==> src/rtl/ddr_arb_pkg.sv <==
// Shared encodings and default sizes for the DDR read/write arbiter.
// Contains the FSM states, the owner codes and the round-robin pick helper.
package ddr_arb_pkg;

  localparam int DEF_ADDR_W  = 28;
  localparam int DEF_LEN_W   = 16;
  localparam int DEF_TIMEOUT = 65535;

  typedef enum logic [1:0] {
    ST_IDLE  = 2'd0,
    ST_ISSUE = 2'd1,
    ST_WAIT  = 2'd2,
    ST_DONE  = 2'd3
  } arb_state_e;

  typedef enum logic {
    OWN_WR = 1'b0,
    OWN_RD = 1'b1
  } owner_e;

  // A lone requester always wins; on contention the one that was not served last wins.
  function automatic owner_e rr_pick(input logic wr_pend, input logic rd_pend,
                                     input owner_e last_owner);
    owner_e pick;
    if (wr_pend && rd_pend) begin
      pick = (last_owner == OWN_WR) ? OWN_RD : OWN_WR;
    end else if (rd_pend) begin
      pick = OWN_RD;
    end else begin
      pick = OWN_WR;
    end
    return pick;
  endfunction

endpackage

==> src/rtl/ddr_rw_arbiter_if.sv <==
// Requester, burst-engine command and status signals of the DDR read/write arbiter.
// slave = arbiter side, master = requesters plus burst engine side.
interface ddr_rw_arbiter_if
  import ddr_arb_pkg::*;
#(
  parameter int ADDR_W = DEF_ADDR_W,
  parameter int LEN_W  = DEF_LEN_W
);

  logic              wr_req;
  logic [ADDR_W-1:0] wr_req_addr;
  logic [LEN_W-1:0]  wr_length;
  logic              wr_busy;
  logic              wr_done;

  logic              rd_req;
  logic [ADDR_W-1:0] rd_req_addr;
  logic [LEN_W-1:0]  rd_length;
  logic              rd_busy;
  logic              rd_done;

  logic              cmd_req;
  logic              cmd_write;
  logic [ADDR_W-1:0] cmd_addr;
  logic [LEN_W-1:0]  cmd_len;
  logic              eng_done;
  logic              timeout_err;

  modport slave (
    input  wr_req, wr_req_addr, wr_length,
    input  rd_req, rd_req_addr, rd_length,
    input  eng_done,
    output wr_busy, wr_done, rd_busy, rd_done,
    output cmd_req, cmd_write, cmd_addr, cmd_len,
    output timeout_err
  );

  modport master (
    output wr_req, wr_req_addr, wr_length,
    output rd_req, rd_req_addr, rd_length,
    output eng_done,
    input  wr_busy, wr_done, rd_busy, rd_done,
    input  cmd_req, cmd_write, cmd_addr, cmd_len,
    input  timeout_err
  );

endinterface

==> src/rtl/arb_req_latch.sv <==
// Pending-request capture for one requester: holds address and length until cleared.
// A request in the clearing cycle is kept, so back-to-back requests are never lost.
module arb_req_latch
  import ddr_arb_pkg::*;
#(
  parameter int ADDR_W = DEF_ADDR_W,
  parameter int LEN_W  = DEF_LEN_W
) (
  input  logic              clk,
  input  logic              rst_n,
  input  logic              i_set,
  input  logic [ADDR_W-1:0] i_addr,
  input  logic [LEN_W-1:0]  i_len,
  input  logic              i_clr,
  output logic              o_pend,
  output logic [ADDR_W-1:0] o_addr,
  output logic [LEN_W-1:0]  o_len
);

  logic              r_pend;
  logic [ADDR_W-1:0] r_addr;
  logic [LEN_W-1:0]  r_len;
  logic              w_capture;

  // A pulse is dropped while pending, unless the pending entry retires this same cycle.
  assign w_capture = i_set && (!r_pend || i_clr);

  always_ff @(posedge clk or negedge rst_n) begin
    if (!rst_n) begin
      r_pend <= 1'b0;
      r_addr <= {ADDR_W{1'b0}};
      r_len  <= {LEN_W{1'b0}};
    end else if (w_capture) begin
      r_pend <= 1'b1;
      r_addr <= i_addr;
      r_len  <= i_len;
    end else if (i_clr) begin
      r_pend <= 1'b0;
    end
  end

  assign o_pend = r_pend;
  assign o_addr = r_addr;
  assign o_len  = r_len;

endmodule

==> src/rtl/ddr_rw_arbiter.sv <==
// Shares one DDR burst engine between a write and a read requester, with a watchdog.
// Define ARB_RD_PRIORITY_EN for fixed read priority; otherwise contention is round-robin.
module ddr_rw_arbiter
  import ddr_arb_pkg::*;
#(
  parameter int ADDR_W  = DEF_ADDR_W,
  parameter int LEN_W   = DEF_LEN_W,
  parameter int TIMEOUT = DEF_TIMEOUT
) (
  input  logic            clk,
  input  logic            rst_n,
  ddr_rw_arbiter_if.slave bus
);

  localparam int                WDOG_W   = (TIMEOUT > 2) ? $clog2(TIMEOUT) : 1;
  localparam logic [WDOG_W-1:0] WDOG_MAX = WDOG_W'(TIMEOUT - 1);

  logic              w_wr_pend, w_rd_pend;
  logic [ADDR_W-1:0] w_wr_addr, w_rd_addr;
  logic [LEN_W-1:0]  w_wr_len, w_rd_len;
  logic              w_wr_clr, w_rd_clr;
  logic              w_wdog_hit;
  logic              w_grant_en;
  owner_e            w_grant;
  arb_state_e        w_state_nxt;

  arb_state_e        r_state;
  owner_e            r_owner;
  logic              r_cmd_req, r_cmd_write;
  logic [ADDR_W-1:0] r_cmd_addr;
  logic [LEN_W-1:0]  r_cmd_len;
  logic              r_wr_busy, r_rd_busy, r_wr_done, r_rd_done;
  logic              r_timeout_err;
  logic [WDOG_W-1:0] r_wdog;

  assign w_wr_clr   = (r_state == ST_DONE) && (r_owner == OWN_WR);
  assign w_rd_clr   = (r_state == ST_DONE) && (r_owner == OWN_RD);
  assign w_wdog_hit = (r_state == ST_WAIT) && (r_wdog == WDOG_MAX);
  assign w_grant_en = (r_state == ST_IDLE) && (w_state_nxt == ST_ISSUE);

  arb_req_latch #(.ADDR_W(ADDR_W), .LEN_W(LEN_W)) u_wr_latch (
    .clk    (clk),
    .rst_n  (rst_n),
    .i_set  (bus.wr_req),
    .i_addr (bus.wr_req_addr),
    .i_len  (bus.wr_length),
    .i_clr  (w_wr_clr),
    .o_pend (w_wr_pend),
    .o_addr (w_wr_addr),
    .o_len  (w_wr_len)
  );

  arb_req_latch #(.ADDR_W(ADDR_W), .LEN_W(LEN_W)) u_rd_latch (
    .clk    (clk),
    .rst_n  (rst_n),
    .i_set  (bus.rd_req),
    .i_addr (bus.rd_req_addr),
    .i_len  (bus.rd_length),
    .i_clr  (w_rd_clr),
    .o_pend (w_rd_pend),
    .o_addr (w_rd_addr),
    .o_len  (w_rd_len)
  );

`ifdef ARB_RD_PRIORITY_EN
  assign w_grant = w_rd_pend ? OWN_RD : OWN_WR;
`else
  owner_e r_last_owner;

  assign w_grant = rr_pick(w_wr_pend, w_rd_pend, r_last_owner);

  // Starts as write so the first contended grant goes to read.
  always_ff @(posedge clk or negedge rst_n) begin
    if (!rst_n) begin
      r_last_owner <= OWN_WR;
    end else if (r_state == ST_DONE) begin
      r_last_owner <= r_owner;
    end
  end
`endif

  always_comb begin
    w_state_nxt = r_state;
    case (r_state)
      ST_IDLE: begin
        if (w_wr_pend || w_rd_pend) begin
          w_state_nxt = ST_ISSUE;
        end else begin
          w_state_nxt = ST_IDLE;
        end
      end
      ST_ISSUE: w_state_nxt = ST_WAIT;
      ST_WAIT: begin
        if (bus.eng_done || w_wdog_hit) begin
          w_state_nxt = ST_DONE;
        end else begin
          w_state_nxt = ST_WAIT;
        end
      end
      ST_DONE: w_state_nxt = ST_IDLE;
      default: w_state_nxt = ST_IDLE;
    endcase
  end

  // Command fields are loaded at grant and held untouched through DONE.
  always_ff @(posedge clk or negedge rst_n) begin
    if (!rst_n) begin
      r_state     <= ST_IDLE;
      r_owner     <= OWN_WR;
      r_cmd_write <= 1'b0;
      r_cmd_addr  <= {ADDR_W{1'b0}};
      r_cmd_len   <= {LEN_W{1'b0}};
    end else begin
      r_state <= w_state_nxt;
      if (w_grant_en) begin
        r_owner     <= w_grant;
        r_cmd_write <= (w_grant == OWN_WR);
        r_cmd_addr  <= (w_grant == OWN_WR) ? w_wr_addr : w_rd_addr;
        r_cmd_len   <= (w_grant == OWN_WR) ? w_wr_len : w_rd_len;
      end
    end
  end

  always_ff @(posedge clk or negedge rst_n) begin
    if (!rst_n) begin
      r_cmd_req <= 1'b0;
      r_wr_done <= 1'b0;
      r_rd_done <= 1'b0;
      r_wr_busy <= 1'b0;
      r_rd_busy <= 1'b0;
    end else begin
      r_cmd_req <= (w_state_nxt == ST_ISSUE);
      r_wr_done <= w_wr_clr;
      r_rd_done <= w_rd_clr;
      r_wr_busy <= w_wr_pend;
      r_rd_busy <= w_rd_pend;
    end
  end

  // Watchdog counts WAIT cycles only; timeout_err is sticky until reset.
  always_ff @(posedge clk or negedge rst_n) begin
    if (!rst_n) begin
      r_wdog        <= {WDOG_W{1'b0}};
      r_timeout_err <= 1'b0;
    end else begin
      if ((r_state == ST_WAIT) && (w_state_nxt == ST_WAIT)) begin
        r_wdog <= r_wdog + WDOG_W'(1'b1);
      end else begin
        r_wdog <= {WDOG_W{1'b0}};
      end
      if (w_wdog_hit) begin
        r_timeout_err <= 1'b1;
      end
    end
  end

  assign bus.cmd_req     = r_cmd_req;
  assign bus.cmd_write   = r_cmd_write;
  assign bus.cmd_addr    = r_cmd_addr;
  assign bus.cmd_len     = r_cmd_len;
  assign bus.wr_busy     = r_wr_busy;
  assign bus.wr_done     = r_wr_done;
  assign bus.rd_busy     = r_rd_busy;
  assign bus.rd_done     = r_rd_done;
  assign bus.timeout_err = r_timeout_err;

endmodule
==> src/flat_wrapper.sv <==
// flat-port wrapper written by rule: the top's interface ports become plain ports
module ddr_rw_arbiter_flat import ddr_arb_pkg::*;
#(
  parameter int ADDR_W  = DEF_ADDR_W,
  parameter int LEN_W   = DEF_LEN_W,
  parameter int TIMEOUT = DEF_TIMEOUT
)
  (clk, rst_n, bus_wr_req, bus_wr_req_addr, bus_wr_length, bus_rd_req, bus_rd_req_addr, bus_rd_length, bus_eng_done, bus_wr_busy, bus_wr_done, bus_rd_busy, bus_rd_done, bus_cmd_req, bus_cmd_write, bus_cmd_addr, bus_cmd_len, bus_timeout_err);
  ddr_rw_arbiter_if #(.ADDR_W(ADDR_W), .LEN_W(LEN_W)) bus_i ();
  input  logic clk;
  input  logic rst_n;
  input wire logic [$bits(bus_i.wr_req)-1:0] bus_wr_req;
  input wire logic [$bits(bus_i.wr_req_addr)-1:0] bus_wr_req_addr;
  input wire logic [$bits(bus_i.wr_length)-1:0] bus_wr_length;
  input wire logic [$bits(bus_i.rd_req)-1:0] bus_rd_req;
  input wire logic [$bits(bus_i.rd_req_addr)-1:0] bus_rd_req_addr;
  input wire logic [$bits(bus_i.rd_length)-1:0] bus_rd_length;
  input wire logic [$bits(bus_i.eng_done)-1:0] bus_eng_done;
  output wire logic [$bits(bus_i.wr_busy)-1:0] bus_wr_busy;
  output wire logic [$bits(bus_i.wr_done)-1:0] bus_wr_done;
  output wire logic [$bits(bus_i.rd_busy)-1:0] bus_rd_busy;
  output wire logic [$bits(bus_i.rd_done)-1:0] bus_rd_done;
  output wire logic [$bits(bus_i.cmd_req)-1:0] bus_cmd_req;
  output wire logic [$bits(bus_i.cmd_write)-1:0] bus_cmd_write;
  output wire logic [$bits(bus_i.cmd_addr)-1:0] bus_cmd_addr;
  output wire logic [$bits(bus_i.cmd_len)-1:0] bus_cmd_len;
  output wire logic [$bits(bus_i.timeout_err)-1:0] bus_timeout_err;
  assign bus_i.wr_req = bus_wr_req;
  assign bus_i.wr_req_addr = bus_wr_req_addr;
  assign bus_i.wr_length = bus_wr_length;
  assign bus_i.rd_req = bus_rd_req;
  assign bus_i.rd_req_addr = bus_rd_req_addr;
  assign bus_i.rd_length = bus_rd_length;
  assign bus_i.eng_done = bus_eng_done;
  assign bus_wr_busy = bus_i.wr_busy;
  assign bus_wr_done = bus_i.wr_done;
  assign bus_rd_busy = bus_i.rd_busy;
  assign bus_rd_done = bus_i.rd_done;
  assign bus_cmd_req = bus_i.cmd_req;
  assign bus_cmd_write = bus_i.cmd_write;
  assign bus_cmd_addr = bus_i.cmd_addr;
  assign bus_cmd_len = bus_i.cmd_len;
  assign bus_timeout_err = bus_i.timeout_err;
  ddr_rw_arbiter #(.ADDR_W(ADDR_W), .LEN_W(LEN_W), .TIMEOUT(TIMEOUT)) u_core (.clk(clk), .rst_n(rst_n), .bus(bus_i));
endmodule
==> config.mk <==
export PLATFORM = sky130hd
export DESIGN_NAME = ddr_rw_arbiter_flat
export DESIGN_NICKNAME = d
export VERILOG_FILES = /design/src/rtl/ddr_arb_pkg.sv /design/src/rtl/ddr_rw_arbiter_if.sv /design/src/rtl/arb_req_latch.sv /design/src/rtl/ddr_rw_arbiter.sv /design/src/flat_wrapper.sv
export SDC_FILE = /design/constraint.sdc
export NUM_CORES = 1
export LEC_CHECK = 0
export CORE_ASPECT_RATIO = 0.8
export CORE_UTILIZATION = 30
export DETAILED_ROUTE_END_ITERATION = 12
export HOLD_SLACK_MARGIN = 0.1
export PLACE_DENSITY_LB_ADDON = 0.1
export SLEW_MARGIN = 20
export SYNTH_ARGS = -nofsm -noshare
export SYNTH_HDL_FRONTEND = slang
export SYNTH_SLANG_ARGS = --single-unit
==> constraint.sdc <==
create_clock -name clk -period 2.38 [get_ports clk]
set_clock_uncertainty 0.1 [all_clocks]
set_input_delay 0.476 -clock clk [delete_from_list [all_inputs] [get_ports clk]]
set_output_delay 0.476 -clock clk [all_outputs]
set_load 0.02 [all_outputs]
==> impl_metrics.csv, run 1 <==
group,metric,value,unit
clock_network,path_clk_slew,0.07,ns
critical_path,crit_arrival,2.50,ns
global_route,grt_max_degree,46,
layout,antenna_cells,0,
pwr,power.share.clock,0.224,
layout,instances_no_fill,935,
clock_network,clock_sinks,161,
synth,yosys_warnings,0,
routing,antenna_left,0,
synth,ys_ff_latch,161,
timing,fmax,435.1,MHz
synth,ys_seq_area_frac,0.5838,
layout,fin_util,0.4260,
timing,setup_slack,0.08191,ns
pwr,intPower,8.892,mW
synth,netlist_area,6902,um^2
layout,drive_gt1_frac,0.4038,
routing,drc,0,
routing,wl_per_cell,17.44,um
critical_path,worstPathMaxFanout,14,
synth,synth_top_cells_by_count,"dfrtp_1, mux2_2, mux2_4, nor2_1, xor2_1",
placed_design,dp_hpwl,10.45,mm
placed_design,gp_congestion,0.7230,
routing,via_count,4101,
global_route,grt_pass1_vias,4420,
synth,synth.most_common_cell,"dfrtp_1",
timing,fin_hold_ws,0.3516,ns
layout,area_growth,38.89,%
synth,yosysUniqueCellTypes,36,
timing,finalMaxSlewViolations,0,
clock_network,cts.path.max_buffers,2,
critical_path,rrSetupSlack,0.08,ns
clock_network,clk_latency,0.42,ns
placed_design,io_buffers,143,
status,status,"completed",
layout,fillCellCount,2052,
routing,drtPass1Iterations,4,
global_route,grt_overflow,0,
clock_network,cts_htree_levels,4,
routing,wl,16.31,mm
timing,finalSetupViolations,0,
pwr,vdd_drop_max,0.5451,mV
synth,synth.net_count,545,
synth,synth.top_cell.area_share,0.5838,
synth,synth_top_cell_by_area,"dfrtp_1",
global_route,grt_usage,0.1414,
synth,synth_area_leaders,"dfrtp_1, mux2_2, mux2_4",
clock_network,cts_buffers,17,
die,ios,144,
synth,synth_edf_count,0,
synth,synthCells,446,
min_path,hold_path.class,"reg -> reg",
pwr,comb_power_share,0.415,
placed_design,dp.cells,892,
timing,worstMarginPinSlew,0.5205,ns
pwr,sequentialPowerShare,0.361,
run,cap_viol_max_count,0,
pwr,swShare,0.3086,
global_route,grt_pass1_wl,24.76,mm
timing,hold_viol_final,0,
timing,rsz0062_at_grt,"no",
timing,fin_crit_sh,0.9656,
critical_path,cp-end-kind,"register",
synth,async_reset_ff_frac,1.000,
clock_network,cts-root-buf,"clkbuf_16",
pwr,p_sw,3.969,mW
timing,period_needed,2.298,ns
routing,drt-vias-per-instance,4.386,
die,die_w,171.6,um
critical_path,cp-start-kind,"register",
pwr,leakagePower,4.069,nW
layout,nNetsFinal,715,
synth,ys.flop_type,"dfrtp_1",
die,die_area,23620,um^2
critical_path,worstPathRequired,2.59,ns
die,die_h,137.7,um
critical_path,worstSetupPathType,"reg -> reg",
pwr,power.density,1342,nW/um^2
clock_network,cts_tree,"built",
die,start_util,0.3067,
die,coreArea,22500,um^2
timing,relSlewSlack,0.6522,
die,num_rows,49,
global_route,antenna_found_initial,1,
routing,drtIter0Drc,145,
timing,setup_tns,0,ns
synth,avgSynthCellArea,15.47,um^2
placed_design,dpl_worst_slack,0.02723,ns
## per-stage QoR
step	area (um^2)	power [mW]
floorplan	6902	8.073
global placement	8803	9.795
detailed placement	8803	9.949
CTS	9433	12.90
global route	9585	13.59
finish	9585	12.86
## final timing paths
path,startpoint,endpoint,cells past startpoint
max,u_core.r_state[0],u_core.bus.cmd_addr[27],9
min,u_core.u_rd_latch.o_pend,u_core.bus.rd_busy,0
max reg2reg,u_core.r_state[0],u_core.bus.cmd_addr[27],9
min reg2reg,u_core.u_rd_latch.o_pend,u_core.bus.rd_busy,0
max in group asynchronous,rst_n,u_core.bus.cmd_len[10],3
min in group asynchronous,rst_n,u_core.u_wr_latch.o_addr[4],2
## power groups by stage
stage	registers, mW	clock network [mW]	logic [mW]
floorplan	4.96	0	3.12
global placement	4.62	0	5.17
detailed placement	4.68	0	5.27
CTS	4.65	2.97	5.28
global route	4.80	3.08	5.71
finish	4.64	2.88	5.34
## layout by cell type, fill, tap and decap left out, drive strengths merged
cell	count
nor3b	2
a21boi	1
nand2	9
nand2b	2
nor4	1
o2111ai	1
clkbuf	20
nor3	1
a31oi	1
ha	6
nor2b	1
clkinv	3
mux2	177
mux2i	1
a21oi	1
clkinvlp	4
nor2	20
inv	12
xor2	10
clkdlybuf4s50	142
o21ai	2
a21bo	1
xnor2	4
nand4	3
and2	1
buf	26
dlygate4sd3	1
dfrtp	161
nand3	8
and4	2
a21o	2
bufinv	3
## routing by layer
layer	up-vias	track usage	wire [um]
met5	-	0	0
met4	0	0.04613	176
met3	13	0.04683	974
met2	101	0.2155	7541
met1	2087	0.1884	7616
li1	1900	-	-
## timing repair
action / 4_1_cts / 5_1_grt
hold buffers: 1 / 0
gates resized for setup: 0 / 11
setup endpoints to repair: 0 / 44
buffers inserted: 0 / 8
hold endpoints to repair: 41 / 0
## critical path: stages, from the launching register on
cell,delay (ns)
dfrtp_1,0.39
inv_2,0.10
ha_2,0.21
nand3_1,0.13
nor2_4,0.16
a31oi_4,0.12
nor3b_4,0.27
buf_4,0.16
buf_12,0.17
mux2_2,0.35
## final cells by class
class / count / area, um^2 / area share
flip-flops and latches: 161 / 4029 / 0.4203
multi-input cells: 257 / 2753 / 0.2872
repair buffers: 171 / 1772 / 0.1848
clock buffers: 18 / 439.2 / 0.04582
well taps: 306 / 382.9 / 0.03994
clock inverters: 14 / 180.2 / 0.01880
inverters: 8 / 30.03 / 0.003133
## flip-flops by register name, indices dropped and copies added (netlist names)
register / flops
u_core.bus.cmd_addr: 28
u_core.u_rd_latch.o_addr: 28
u_core.u_wr_latch.o_addr: 28
u_core.bus.cmd_len: 16
u_core.r_wdog: 16
u_core.u_rd_latch.o_len: 16
u_core.u_wr_latch.o_len: 16
u_core.r_state: 2
u_core.bus.cmd_req: 1
u_core.bus.cmd_write: 1
u_core.bus.rd_busy: 1
u_core.bus.rd_done: 1
u_core.bus.timeout_err: 1
u_core.bus.wr_busy: 1
u_core.bus.wr_done: 1
u_core.r_last_owner: 1
u_core.r_owner: 1
u_core.u_rd_latch.o_pend: 1
u_core.u_wr_latch.o_pend: 1
## kinds of logic after synthesis
kind of cell             Yosys count  synth area share
AO/OA/AOI/OAI                      9           0.01106
XOR/XNOR                          14           0.01777
adder cells (fa/ha/maj)            6           0.01088
buffers and inverters             28           0.02611
flip-flops                       161            0.5838
multiplexers                     178            0.3115
AND/OR/NAND/NOR                   50           0.03898
Note: power is estimated with default switching activity, not from simulation.
==> run 2: changes to the inputs <==
--- a/config.mk
+++ b/config.mk
@@ -9,7 +9,6 @@
 export CORE_UTILIZATION = 30
 export DETAILED_ROUTE_END_ITERATION = 12
 export HOLD_SLACK_MARGIN = 0.1
-export PLACE_DENSITY_LB_ADDON = 0.1
 export SLEW_MARGIN = 20
 export SYNTH_ARGS = -nofsm -noshare
 export SYNTH_HDL_FRONTEND = slang
==> run 2 against run 1 <==
Compared with the run above: fmax grew 0.60%; largest cell class unchanged; clock power grew 2%; critical endpoint is now u_core.bus.cmd_len[15]; largest power group unchanged; worst hold slack gained 0.014 ns.
==> impl_metrics.csv, run 2 (same netlist as run 1, synthesis figures left out) <==
group,metric,value,unit
global_route,grt_use_met1,0.1644,
pwr,power.density,1352,nW/um^2
timing,rsz0062_at_grt,"yes",
layout,drive_gt1_frac,0.3929,
critical_path,reg2reg_from,"u_core.r_state[0]",
global_route,grt_usage,0.1382,
critical_path,crit_arrival,2.49,ns
die,die_area,23620,um^2
critical_path,critPathLaunch,"u_core.r_state[0]",
clock_network,clock_sinks,161,
critical_path,path_buf_inv,3,
critical_path,worstSetupPathType,"reg -> reg",
clock_network,path_clk_slew,0.07,ns
global_route,grt_overflow,0,
layout,final_common_cell,"dfrtp_1",
timing,hold_viol_final,0,
timing,fin_crit_sh,0.9598,
die,start_util,0.3067,
clock_network,cts_buffers,17,
critical_path,cp_slowest_cell,"dfrtp_1",
global_route,grt_pass1_wl,24.53,mm
placed_design,dp_hpwl,10.31,mm
routing,drtPass1Iterations,6,
pwr,leakagePower,4.035,nW
pwr,vdd_drop_max,0.5566,mV
die,die_w,171.6,um
critical_path,cp_slowest_stage_delay,0.38,ns
global_route,busiest_layer,"met2",
timing,fmax,437.8,MHz
clock_network,cts.path.max_buffers,2,
critical_path,cp-start-kind,"register",
layout,nNetsFinal,707,
layout,antenna_cells,0,
routing,antenna_left,0,
timing,worstMarginPinSlew,0.5069,ns
die,coreArea,22500,um^2
die,num_rows,49,
die,ios,144,
routing,via_count,4108,
layout,area_growth,38.00,%
routing,wl,15.80,mm
layout,fin_util,0.4233,
clock_network,clk_latency,0.42,ns
layout,fin_area,9524,um^2
placed_design,placed_cell_area,8801,um^2
die,die_h,137.7,um
global_route,grt_pass1_vias,4623,
timing,setup_tns,0,ns
pwr,p_total,12.87,mW
min_path,hold_path.class,"reg -> reg",
clock_network,cts_htree_levels,4,
critical_path,worstPathMaxFanout,11,
layout,final_cell_mix,"dfrtp_1, clkdlybuf4s50_1, mux2_2",
placed_design,gp_congestion,0.7168,
global_route,gr-usage-met3,0.04338,
critical_path,path_cells,"inv_1 -> ha_2 -> o21ai_0 -> a21bo_2 -> a31oi_2 -> nor3b_4 -> buf_4 -> buf_12 -> mux2_2",
routing,wl_per_cell,17.04,um
global_route,antenna_found_initial,1,
clock_network,cts-root-buf,"clkbuf_16",
status,status,"completed",
timing,finalSetupViolations,0,
routing,drc,0,
timing,period_needed,2.284,ns
global_route,grt_max_degree,53,
routing,drt-vias-per-instance,4.431,
min_path,min_from,"u_core.u_rd_latch.o_pend",
timing,fin_hold_ws,0.3659,ns
timing,relSlewSlack,0.6620,
layout,fillCellCount,2045,
critical_path,crit_family,"buffers and inverters",
placed_design,io_buffers,143,
critical_path,cp-end-kind,"register",
routing,drtIter0Drc,160,
clock_network,cts_tree,"built",
run,cap_viol_max_count,0,
critical_path,rrSetupSlack,0.1,ns
timing,finalMaxSlewViolations,0,
critical_path,worstPathRequired,2.58,ns
global_route,met2_usage,0.2330,
[run 2: through the flow]
stage          worst slack, ns  instances
5_1_grt               -0.02929        927
6_report               0.09564        927
3_5_place_dp         -0.004873        890
3_3_place_gp         -0.003369        890
2_1_floorplan           0.3201        446
4_1_cts                0.01816        925
[run 2: layout make-up]
type	instances	area (um^2)	share of cell area
clock buffers	20	456.7	0.04795
flip-flops and latches	161	4029	0.4230
clock inverters	12	181.4	0.01905
inverters	8	30.03	0.003153
multi-input cells	257	2724	0.2860
repair buffers	163	1720	0.1806
well taps	306	382.9	0.04020
[run 2: worst paths after layout]
kind | to | depth (start not counted)
setup / recovery | u_core.bus.cmd_len[15] | 9
hold / removal | u_core.bus.rd_busy | 0
setup reg to reg | u_core.bus.cmd_len[15] | 9
hold reg to reg | u_core.bus.rd_busy | 0
max in group asynchronous | u_core.u_rd_latch.o_addr[14] | 3
min in group asynchronous | u_core.u_wr_latch.o_len[12] | 2
[run 2: per-layer routing]
metal  vias to the layer above  share of wire
li1                       1895              -
met1                      2105           0.45
met2                        95           0.49
met3                        11          0.054
met4                         2          0.012
met5                         -        0.00082
[run 2: what timing repair did]
item                                    4_1_cts  5_1_grt
resized for setup                             0        4
endpoints found under the setup margin        5       42
setup buffers                                 2        0
hold endpoints to repair                     48        0
pin swaps                                     1        0
gates cloned                                  0        2
hold buffers                                  1        0
[run 2: where the power goes]
group / total (mW) / leakage (nW) / switching (mW) / internal, mW
logic: 5.30 / 1.77 / 2.10 / 3.20
clock network: 2.94 / 0.299 / 1.12 / 1.82
registers: 4.64 / 1.96 / 0.661 / 3.97
[run 2: worst reg2reg max path, cell delays in order (launching register included)]
cell and delay (ns):
dfrtp_1 0.38, inv_1 0.12, ha_2 0.23, o21ai_0 0.13, a21bo_2 0.23, a31oi_2 0.05, nor3b_4 0.23, buf_4 0.18
buf_12 0.16, mux2_2 0.35
